### src/rtl/ifu_inst_queue.sv
// Instruction queue between the IFU read-return path and the decode stage.
// Holds {pc, inst, err} entries in a DEPTH-entry circular buffer, hands them
// to IDU with valid/ready, and uses a fetch epoch tag to discard returns that
// were issued before the most recent redirect.
module ifu_inst_queue #(
   parameter int DEPTH       = 4,
   parameter int PC_WIDTH    = 32,
   parameter int INST_WIDTH  = 32,
   parameter int EPOCH_WIDTH = 2
) (
   input  logic                      clk,
   input  logic                      rst,
   input  logic                      flush,
   output logic [EPOCH_WIDTH-1:0]    cur_epoch,
   input  logic                      fetch_valid,
   output logic                      fetch_ready,
   input  logic [PC_WIDTH-1:0]       fetch_pc,
   input  logic [INST_WIDTH-1:0]     fetch_inst,
   input  logic                      fetch_err,
   input  logic [EPOCH_WIDTH-1:0]    fetch_epoch,
   output logic                      idu_valid,
   input  logic                      idu_ready,
   output logic [PC_WIDTH-1:0]       idu_pc,
   output logic [INST_WIDTH-1:0]     idu_inst,
   output logic                      idu_err,
   output logic [$clog2(DEPTH):0]    q_count,
   output logic [15:0]               drop_cnt
);

   localparam int PTR_W   = $clog2(DEPTH);
   localparam int CNT_W   = PTR_W + 1;
   localparam int ENTRY_W = PC_WIDTH + INST_WIDTH + 1;
   localparam logic [CNT_W-1:0] FULL_CNT = CNT_W'(DEPTH);

   logic [ENTRY_W-1:0]     mem [DEPTH];
   logic [PTR_W-1:0]       wr_ptr;
   logic [PTR_W-1:0]       rd_ptr;
   logic [CNT_W-1:0]       count;
   logic [EPOCH_WIDTH-1:0] epoch;
   logic [15:0]            drops;

   logic beat;
   logic epoch_match;
   logic push;
   logic stale;
   logic pop;

   // Handshake qualification; fetch_ready depends on registered count only,
   // so a pop in a full cycle never opens room for a same-cycle push.
   always_comb begin
      fetch_ready = !rst && (count < FULL_CNT);
      idu_valid   = !rst && (count != '0) && !flush;
      beat        = fetch_valid && fetch_ready && !flush;
      epoch_match = (fetch_epoch == epoch);
      push        = beat && epoch_match;
      stale       = beat && !epoch_match;
      pop         = idu_valid && idu_ready;
   end

   // Head entry is read straight out of the array.
   always_comb begin
      {idu_pc, idu_inst, idu_err} = mem[rd_ptr];
   end

   // Entry storage; written only on an accepted, current-epoch push.
   always_ff @(posedge clk) begin
      if (!rst && push) begin
         mem[wr_ptr] <= {fetch_pc, fetch_inst, fetch_err};
      end
   end

   // Pointers, occupancy, epoch and drop counter. Flush outranks everything
   // except reset and suppresses both push and pop for that cycle.
   always_ff @(posedge clk) begin
      if (rst) begin
         wr_ptr <= '0;
         rd_ptr <= '0;
         count  <= '0;
         epoch  <= '0;
         drops  <= '0;
      end else if (flush) begin
         wr_ptr <= '0;
         rd_ptr <= '0;
         count  <= '0;
         epoch  <= epoch + EPOCH_WIDTH'(1);
      end else begin
         if (push) begin
            wr_ptr <= wr_ptr + PTR_W'(1);
         end
         if (pop) begin
            rd_ptr <= rd_ptr + PTR_W'(1);
         end
         case ({push, pop})
            2'b10:   count <= count + CNT_W'(1);
            2'b01:   count <= count - CNT_W'(1);
            default: count <= count;
         endcase
         if (stale && (drops != 16'hFFFF)) begin
            drops <= drops + 16'd1;
         end
      end
   end

   assign cur_epoch = epoch;
   assign q_count   = count;
   assign drop_cnt  = drops;

endmodule
### config.mk
export PLATFORM = sky130hd
export DESIGN_NAME = ifu_inst_queue
export DESIGN_NICKNAME = d
export VERILOG_FILES = /design/src/rtl/ifu_inst_queue.sv
export SDC_FILE = /design/constraint.sdc
export NUM_CORES = 1
export LEC_CHECK = 0
export ABC_AREA = 1
export BUFFER_PORTS_ARGS = -buffer_cell sky130_fd_sc_hd__buf_2
export CORE_MARGIN = 5
export CORE_UTILIZATION = 30
export DETAILED_ROUTE_END_ITERATION = 10
export GPL_ROUTABILITY_DRIVEN = 0
export PLACE_DENSITY_LB_ADDON = 0.2
export REMOVE_ABC_BUFFERS = 1
export SYNTH_ARGS = -nofsm -noshare
export SYNTH_HDL_FRONTEND = slang
export SYNTH_SLANG_ARGS = --single-unit
### constraint.sdc
create_clock -name clk -period 4.92 [get_ports clk]
set_clock_uncertainty 0.1 [all_clocks]
set_input_delay 0.984 -clock clk [delete_from_list [all_inputs] [get_ports clk]]
set_output_delay 0.984 -clock clk [all_outputs]
set_load 0.1 [all_outputs]
### Yosys cells after proc, flatten, opt, wreduce, memory -nomap -nowiden

Memory sizes are Yosys's and may differ from the RTL's. A register that Yosys moved wholly into a read port is not among the register bits.
Index checks and enable logic that the tools add are counted.

* word-level logic and storage cells: 40
* RAM bits: 260
* register bits after elaboration: 25
* memories kept: 1

Memory list
* mem: words 4, width 65, read ports 1, clocked after memory_dff 1, write ports 1, RTL line 35 `logic [ENTRY_W-1:0] mem [DEPTH];`

* add/sub/neg operators: 6
* order comparisons: 1
* reductions and logical operators: 17
* muxes and demuxes: 5
* equality and inequality tests: 4
* bitwise gates (word level): 1

Operators by type and width (number)
* 16-bit by 1-bit adder with 16-bit output, second input constant: 1
* 16-bit inequality test, second input constant: 1
* 1-bit logical AND: 10
* 2-bit by 1-bit adder with 2-bit output, second input constant: 3
* 3-bit one-hot mux with 2 select lines: 1
* 2-bit 2-to-1 mux: 2
* 3-bit by 1-bit adder with 3-bit output, second input constant: 1
* 1-bit zero test: 3
* 3-bit less-than comparator, second input constant: 1
* 3-bit nonzero test: 1
* 3-bit by 1-bit subtractor with 3-bit output, second input constant: 1
* 2-bit by 1-bit == test with 1-bit output, second input constant: 1
* 2-bit == test: 1
* 2-bit == test, second input constant: 1
* 1-bit 2-to-1 mux: 2
* 2-bit AND reduction: 1
* 2-bit nonzero test: 1
* 2-bit OR reduction: 1
* 1-bit inverter: 1

### Depth between registers and ports, before layout

Gate-level depths: netlist (run 1).

* word-level depth: 8
* gate-level depth with buffers: 12
* depth with buffers taken out: 12

### Worst setup path after synthesis (run 1)

OpenSTA, ideal clock, no wires.

* path kind: register -> register
* from: register epoch[1], in the netlist cur_epoch[1]
* to: memory mem[0][0] (netlist bit) (enable)
* setup time: 0.489 ns
* period minus slack after synthesis: 4.953 ns
* path slack: -0.033 ns
* buffers on the path: 0
* arrival: 4.365 ns
* cell stages (with the launch flop): 7
* path through: dfxtp_1 inv_1 nand2_1 nand2_1 nor2_1 nand2_1 nor2_1

* cells in the longest elaborated chain, start to end: 5

RTL lines
* from (decl): RTL line 39 `logic [EPOCH_WIDTH-1:0] epoch;`
* from (signal assigned): RTL line 85 `epoch <= epoch + EPOCH_WIDTH'(1);`
* 2-bit == test: RTL line 54 `epoch_match = (fetch_epoch == epoch);`
* 1-bit logical AND: RTL line 55 `push = beat && epoch_match;`
* 1-bit logical AND: RTL line 67 `if (!rst && push) begin`
* 1-bit 2-to-1 mux: RTL line 67
* 1-bit 2-to-1 mux (implied by the code): RTL line 68 `mem[wr_ptr] <= {fetch_pc, fetch_inst, fetch_err};`
* to (decl): RTL line 35

No other way between the ends.

==> impl_metrics.yaml, run 1 <==
clock_network:
  cts_tree: "yes"
  cts_root_buffer: "clkbuf_16"
  clock_path_buffers: 3
  clkLatencyLatePin_ns: 0.51
  cts.sinks: 287
  numCtsBuffers: 34
  ctsHoldBuffers: 0
  cts_setup_buffers: 0
  post_cts_resized: 0
  cts.reportedPaths.clkPinSlew_ns: 0.05
  htree_num_levels: 2
final_layout:
  final_common_cell: "edfxtp_1"
  syn_to_final_growth_pct: 22.16
  num-nets-final: 1106
  fill_cells: 3578
  layout_common_cells: "260 x edfxtp_1, 159 x buf_2, 153 x nor2_1"
  design_area_um2: 13680
  drive_gt1_share_pct: 24.33
run:
  cap_violations: 0
routing:
  first_pass_iters: 4
  wire_per_inst_um: 17.50
  ant_nets: 0
  drt_iter0_markers: 297
  drc_errors: 0
  num_vias: 7175
  avgViaCountPerCell: 4.714
  routed_wl_um: 26630
placed_design:
  io_buffers: 159
  dp_slack_ns: 1.409
  place_area_um2: 12550
  dpl.hpwl_um: 15100
setup_path:
  slowest_delay_ns: 0.72
  crit_type: "reg -> out"
  critPathMaxFanout: 40
  critPathRequiredTime_ns: 3.84
  r2r-start: "cur_epoch[0]"
  end_kind: "primary output"
  crit_slowest_cell: "dfxtp_2"
  cp_data_arrival_time_ns: 2.74
  cp-start-kind: "register"
  crit_chain: "buf_4, o21ai_0, o22ai_1, buf_2"
floorplanning:
  die_area_um2: 41280
  die_h_um: 203.2
  io_pins: 160
  start_util_pct: 30.50
  die_x_um: 203.2
  core-area_um2: 36700
  placementRows: 70
pwr:
  ir_drop_mv: 0.1759
  intPower_uw: 4237
  powerDensity_nw_per_um2: 389.1
  power_frac_seq_pct: 50.2
  leakagePower_uw: 0.004808
  combPwrFrac_pct: 3.4
  p_sw_uw: 1084
  p_clk_share_pct: 46.4
  swShare_pct: 20.37
grt:
  grt_pass1_vias: 7096
  grt_usage_pct: 12.58
  grt_max_degree: 75
  grt_overflow_total: 0
  grt.busiest_layer: "met2"
  met3_usage_pct: 3.832
  grt_use_met2_pct: 20.68
  grt_pass1_wl_um: 40910
  gr-usage-met1_pct: 16.40
  antenna_found_initial: 6
synthesis:
  synthDistinctLibCells: 27
  synthTopCellsByArea: "edfxtp_1 70%, o21ai_0 6.2%, nor2_1 5.3%"
  synth_top_area_share_pct: 69.74
  ys_warn_count: 0
  syn_inst: 866
  synth_area_per_cell_um2: 12.93
  synth.largest_area_cell: "edfxtp_1"
  ys_ff_latch: 287
  syn_area_um2: 11190
  yosysSeqAreaShare_pct: 74.57
timing:
  finalCritPeriodShare_pct: 77.65
  max_freq_mhz: 261.8
  setup_slack_ns: 1.100
  hold_violations: 0
  slew-limit-headroom_pct: 48.05
  slew_violations: 0
  worstMarginPinSlew_ns: 0.7774
  period_needed_ns: 3.820
  hold_slack_ns: 0.3915
  grt_setup_unrepaired: "no"
  setup_violations: 0
outcome:
  status: "completed"
hold_path:
  hold_class: "reg -> reg"
  worstHoldStart: "rd_ptr[0]"
-- area by class of cell --
cell class | count | area (um2) | area share, %
well taps | 468 | 585.6 | 4.282
clock buffers | 47 | 963.4 | 7.045
flip-flops and latches | 287 | 8353 | 61.08
diodes | 2 | 5.005 | 0.03660
multi-input cells | 501 | 2541 | 18.58
clock inverters | 14 | 152.6 | 1.116
inverters | 31 | 118.9 | 0.8692
repair buffers | 172 | 955.9 | 6.990
-- final timing paths --
check	endpoint	slack (ns)	cells past startpoint
max reg2reg	mem[3][30]	2.43	7
max	idu_pc[30]	1.10	4
min reg2reg	rd_ptr[0]	0.39	1
min	rd_ptr[0]	0.39	1
-- registers in the layout, summed over array words and instances, names as in the netlist, named ones only --
name and flops:
cur_epoch 2, drop_cnt 16, mem 260, q_count 3, rd_ptr 2, wr_ptr 2
-- worst max-delay path: cells and delay by family, from the launching register on --
kind,cells,cell delay (ns)
buf+inv,2,1.04
flops,1,0.72
compound gates,2,0.47
-- stage by stage --
| step | total power, uW | TNS (ns) | instances | utilization, % |
|---|---|---|---|---|
| 5_1_grt | 5516 | 0 | 1520 | 37.25 |
| 2_1_floorplan | 2831 | -97.59 | 819 | - |
| 4_1_cts | 5404 | 0 | 1520 | 37.25 |
| 3_3_place_gp | 2904 | 0 | 1459 | 34.21 |
| 6_report | 5321 | 0 | 1522 | 37.27 |
| 3_5_place_dp | 2906 | 0 | 1459 | 34.21 |
-- routing by layer --
layer	vias to the layer above	wire, um
met2	160	12600
met3	39	1658
met5	-	62
met4	8	424
met1	3493	11890
li1	3475	-
-- power groups by stage --
| stage | registers, uW | clock network, uW | logic [uW] |
|---|---|---|---|
| 2_1_floorplan | 2740 | 0 | 88.7 |
| 3_3_place_gp | 2720 | 0 | 180 |
| 3_5_place_dp | 2720 | 0 | 182 |
| 4_1_cts | 2670 | 2550 | 182 |
| 5_1_grt | 2670 | 2650 | 192 |
| 6_report | 2670 | 2470 | 180 |
-- cells by family (layout without fill, tap and decap cells) --
kind of cell | count (synthesis) | in the layout | synth area share, %
compound gates | 228 | 228 | 11.19
flops | 287 | 287 | 74.57
xor+xnor | 8 | 8 | 0.6259
buf+inv | 78 | 264 | 2.995
other cells | 0 | 2 | 0
fa+ha+maj | 7 | 7 | 0.8494
simple gates | 258 | 258 | 9.769
-- synth_stat cells, drive strengths merged --
library cell / n
inv: 31
dfxtp: 27
o22ai: 65
clkbuf: 35
edfxtp: 260
fa: 1
o21ai: 139
and3: 2
buf: 12
ha: 6
xnor2: 5
nor2: 163
nand3: 13
nand4: 7
nand2: 73
xor2: 3
a21oi: 24
No activity file was read; power rests on OpenSTA's default activity.
==> run 2, diff against run 1 <==
ABC_AREA = 0   (was 1)
clock period = 3.15 ns   (was 4.92 ns; I/O delays follow)
==> impl_metrics.yaml, run 2 <==
synthesis:
  synthDistinctLibCells: 36
  synthFlopType: "edfxtp_1"
  synth_top_area_share_pct: 72.99
  yosysSeqAreaShare_pct: 78.04
  synthTopCellsByArea: "edfxtp_1 73%, mux4_2 14%, dfxtp_1 5.1%"
  synth_edf_count: 260
  async_flop_share_pct: 0
  syn_area_um2: 10700
  synth_area_per_cell_um2: 21.87
  ys_warn_count: 0
  yosysMostFrequentCell: "edfxtp_1"
  ys_ff_latch: 287
  syn_inst: 489
  synth.largest_area_cell: "edfxtp_1"
  synth_common_cells: "260 x edfxtp_1, 65 x mux4_2, 27 x dfxtp_1, 27 x nor2_1, 15 x xnor2_1"
setup_path:
  critPathMaxFanout: 22
  r2r-start: "q_count[2]"
  cp_data_arrival_time_ns: 2.26
  end_kind: "primary output"
  crit_type: "reg -> out"
  critPathRequiredTime_ns: 2.42
  reg2reg_depth: 9
  cp-start-kind: "register"
grt:
  grt_pass1_wl_um: 34490
  grt_max_degree: 44
  grt_overflow_total: 0
  antenna_found_initial: 5
  grt_usage_pct: 11.29
  grt_pass1_vias: 5833
clock_network:
  numCtsBuffers: 30
  clkLatencyLatePin_ns: 0.54
  ctsHoldBuffers: 0
  cts.reportedPaths.clkPinSlew_ns: 0.06
  clock_path_buffers: 3
  cts_tree: "yes"
  cts_setup_buffers: 0
  cts_root_buffer: "clkbuf_16"
  htree_num_levels: 1
  post_cts_resized: 0
  cts.sinks: 287
pwr:
  leakagePower_uw: 0.004425
  power_frac_seq_pct: 51.4
  powerDensity_nw_per_um2: 607.0
  intPower_uw: 6529
  p_clk_share_pct: 45.0
  ir_drop_mv: 0.3581
  p_sw_uw: 1600
  swShare_pct: 19.69
  combPwrFrac_pct: 3.6
hold_path:
  worstHoldStart: "fetch_inst[20]"
  holdPathStages: 1
  hold_class: "in -> reg"
final_layout:
  num-nets-final: 761
  final_common_cell: "edfxtp_1"
  num_antenna_cells: 0
  final_core_util_pct: 37.84
  largest_reg_flops: 260
  syn_to_final_growth_pct: 25.21
  largest_register: "mem"
  layout_common_cells: "260 x edfxtp_1, 159 x buf_2, 65 x mux4_2"
  drive_gt1_share_pct: 43.18
floorplanning:
  core-area_um2: 35400
  die_area_um2: 39530
  start_util_pct: 30.22
  placementRows: 69
  die_x_um: 198.8
  io_pins: 160
  die_h_um: 198.8
timing:
  setup_violations: 0
  slew-limit-headroom_pct: 62.63
  finalCritPeriodShare_pct: 94.86
  finalSetupTns_ns: 0
  worstMarginPinSlew_ns: 0.5644
  setup_slack_ns: 0.1620
  grt_setup_unrepaired: "no"
  slew_violations: 0
  hold_violations: 0
  max_freq_mhz: 334.7
  period_needed_ns: 2.988
run:
  cap_violations: 0
routing:
  dr_wl_met2_um: 10700
  wire_per_inst_um: 19.30
  first_pass_iters: 4
  highest_layer: "met5"
  met1_length_um: 9535
  num_vias: 5333
  routed_wl_um: 22480
  avgViaCountPerCell: 4.578
  route.met3.wl_um: 1755
  drt_iter0_markers: 244
  ant_nets: 0
  drc_errors: 0
placed_design:
  dpl.hpwl_um: 14630
  dp_slack_ns: 0.1492
  io_buffers: 159
outcome:
  status: "completed"
==> run 2: final timing paths <==
| path | to | slack (ns) |
|---|---|---|
| setup reg to reg | q_count[2] | 0.71 |
| setup / recovery | idu_err | 0.16 |
| hold / removal | mem[1][21] | 0.20 |
| hold reg to reg | drop_cnt[15] | 0.41 |
==> run 2: power groups by stage <==
stage,clock network [uW],logic [uW],registers [uW]
2_1_floorplan,0,148,4280
3_3_place_gp,0,288,4250
3_5_place_dp,0,297,4260
4_1_cts,3780,297,4170
5_1_grt,3950,312,4170
6_report,3660,293,4170
==> run 2: worst max-delay path, cell delays in order (launching register included) <==
cell	delay [ns]
dfxtp_4	0.35
buf_4	0.43
mux4_2	0.60
buf_2	0.32
==> run 2: metal layers <==
layer  vias to the layer above  track usage (%)
li1                       2387                -
met1                      2743            14.43
met2                       156            18.65
met3                        39            3.828
met4                         8            2.812
met5                         -                0
==> run 2: cells by family after synthesis <==
group	Yosys count	share of synthesized area, %
AOI/OAI and AO/OA	7	0.4913
xor gates and xnor gates	21	1.720
adders and majority gates	7	0.8890
buffers and inverters	24	0.9708
DFF	287	78.04
muxes	68	13.98
and+or+nand+nor	75	3.907
==> run 2: area by class of cell <==
class                      count  area [um2]
clock buffer                  40       849.6
sequential                   287        8356
fill                        3295       22000
timing repair buffer         179        1134
tap                          461       576.8
multi-input combinational    178        2255
clock inverter                14       200.2
inverter                       6       22.52
==> run 2: per-stage QoR <==
| step | hold slack, ns | power [uW] | std cells | area (um2) |
|---|---|---|---|---|
| 3_5_place_dp | 0.3967 | 4552 | 1111 | 12340 |
| 6_report | 0.2005 | 8129 | 1165 | 13390 |
| 5_1_grt | 0.1706 | 8439 | 1165 | 13390 |
| 2_1_floorplan | 0.3847 | 4433 | 471 | 10620 |
| 4_1_cts | 0.1630 | 8250 | 1165 | 13390 |
| 3_3_place_gp | 0.3800 | 4542 | 1111 | 12340 |
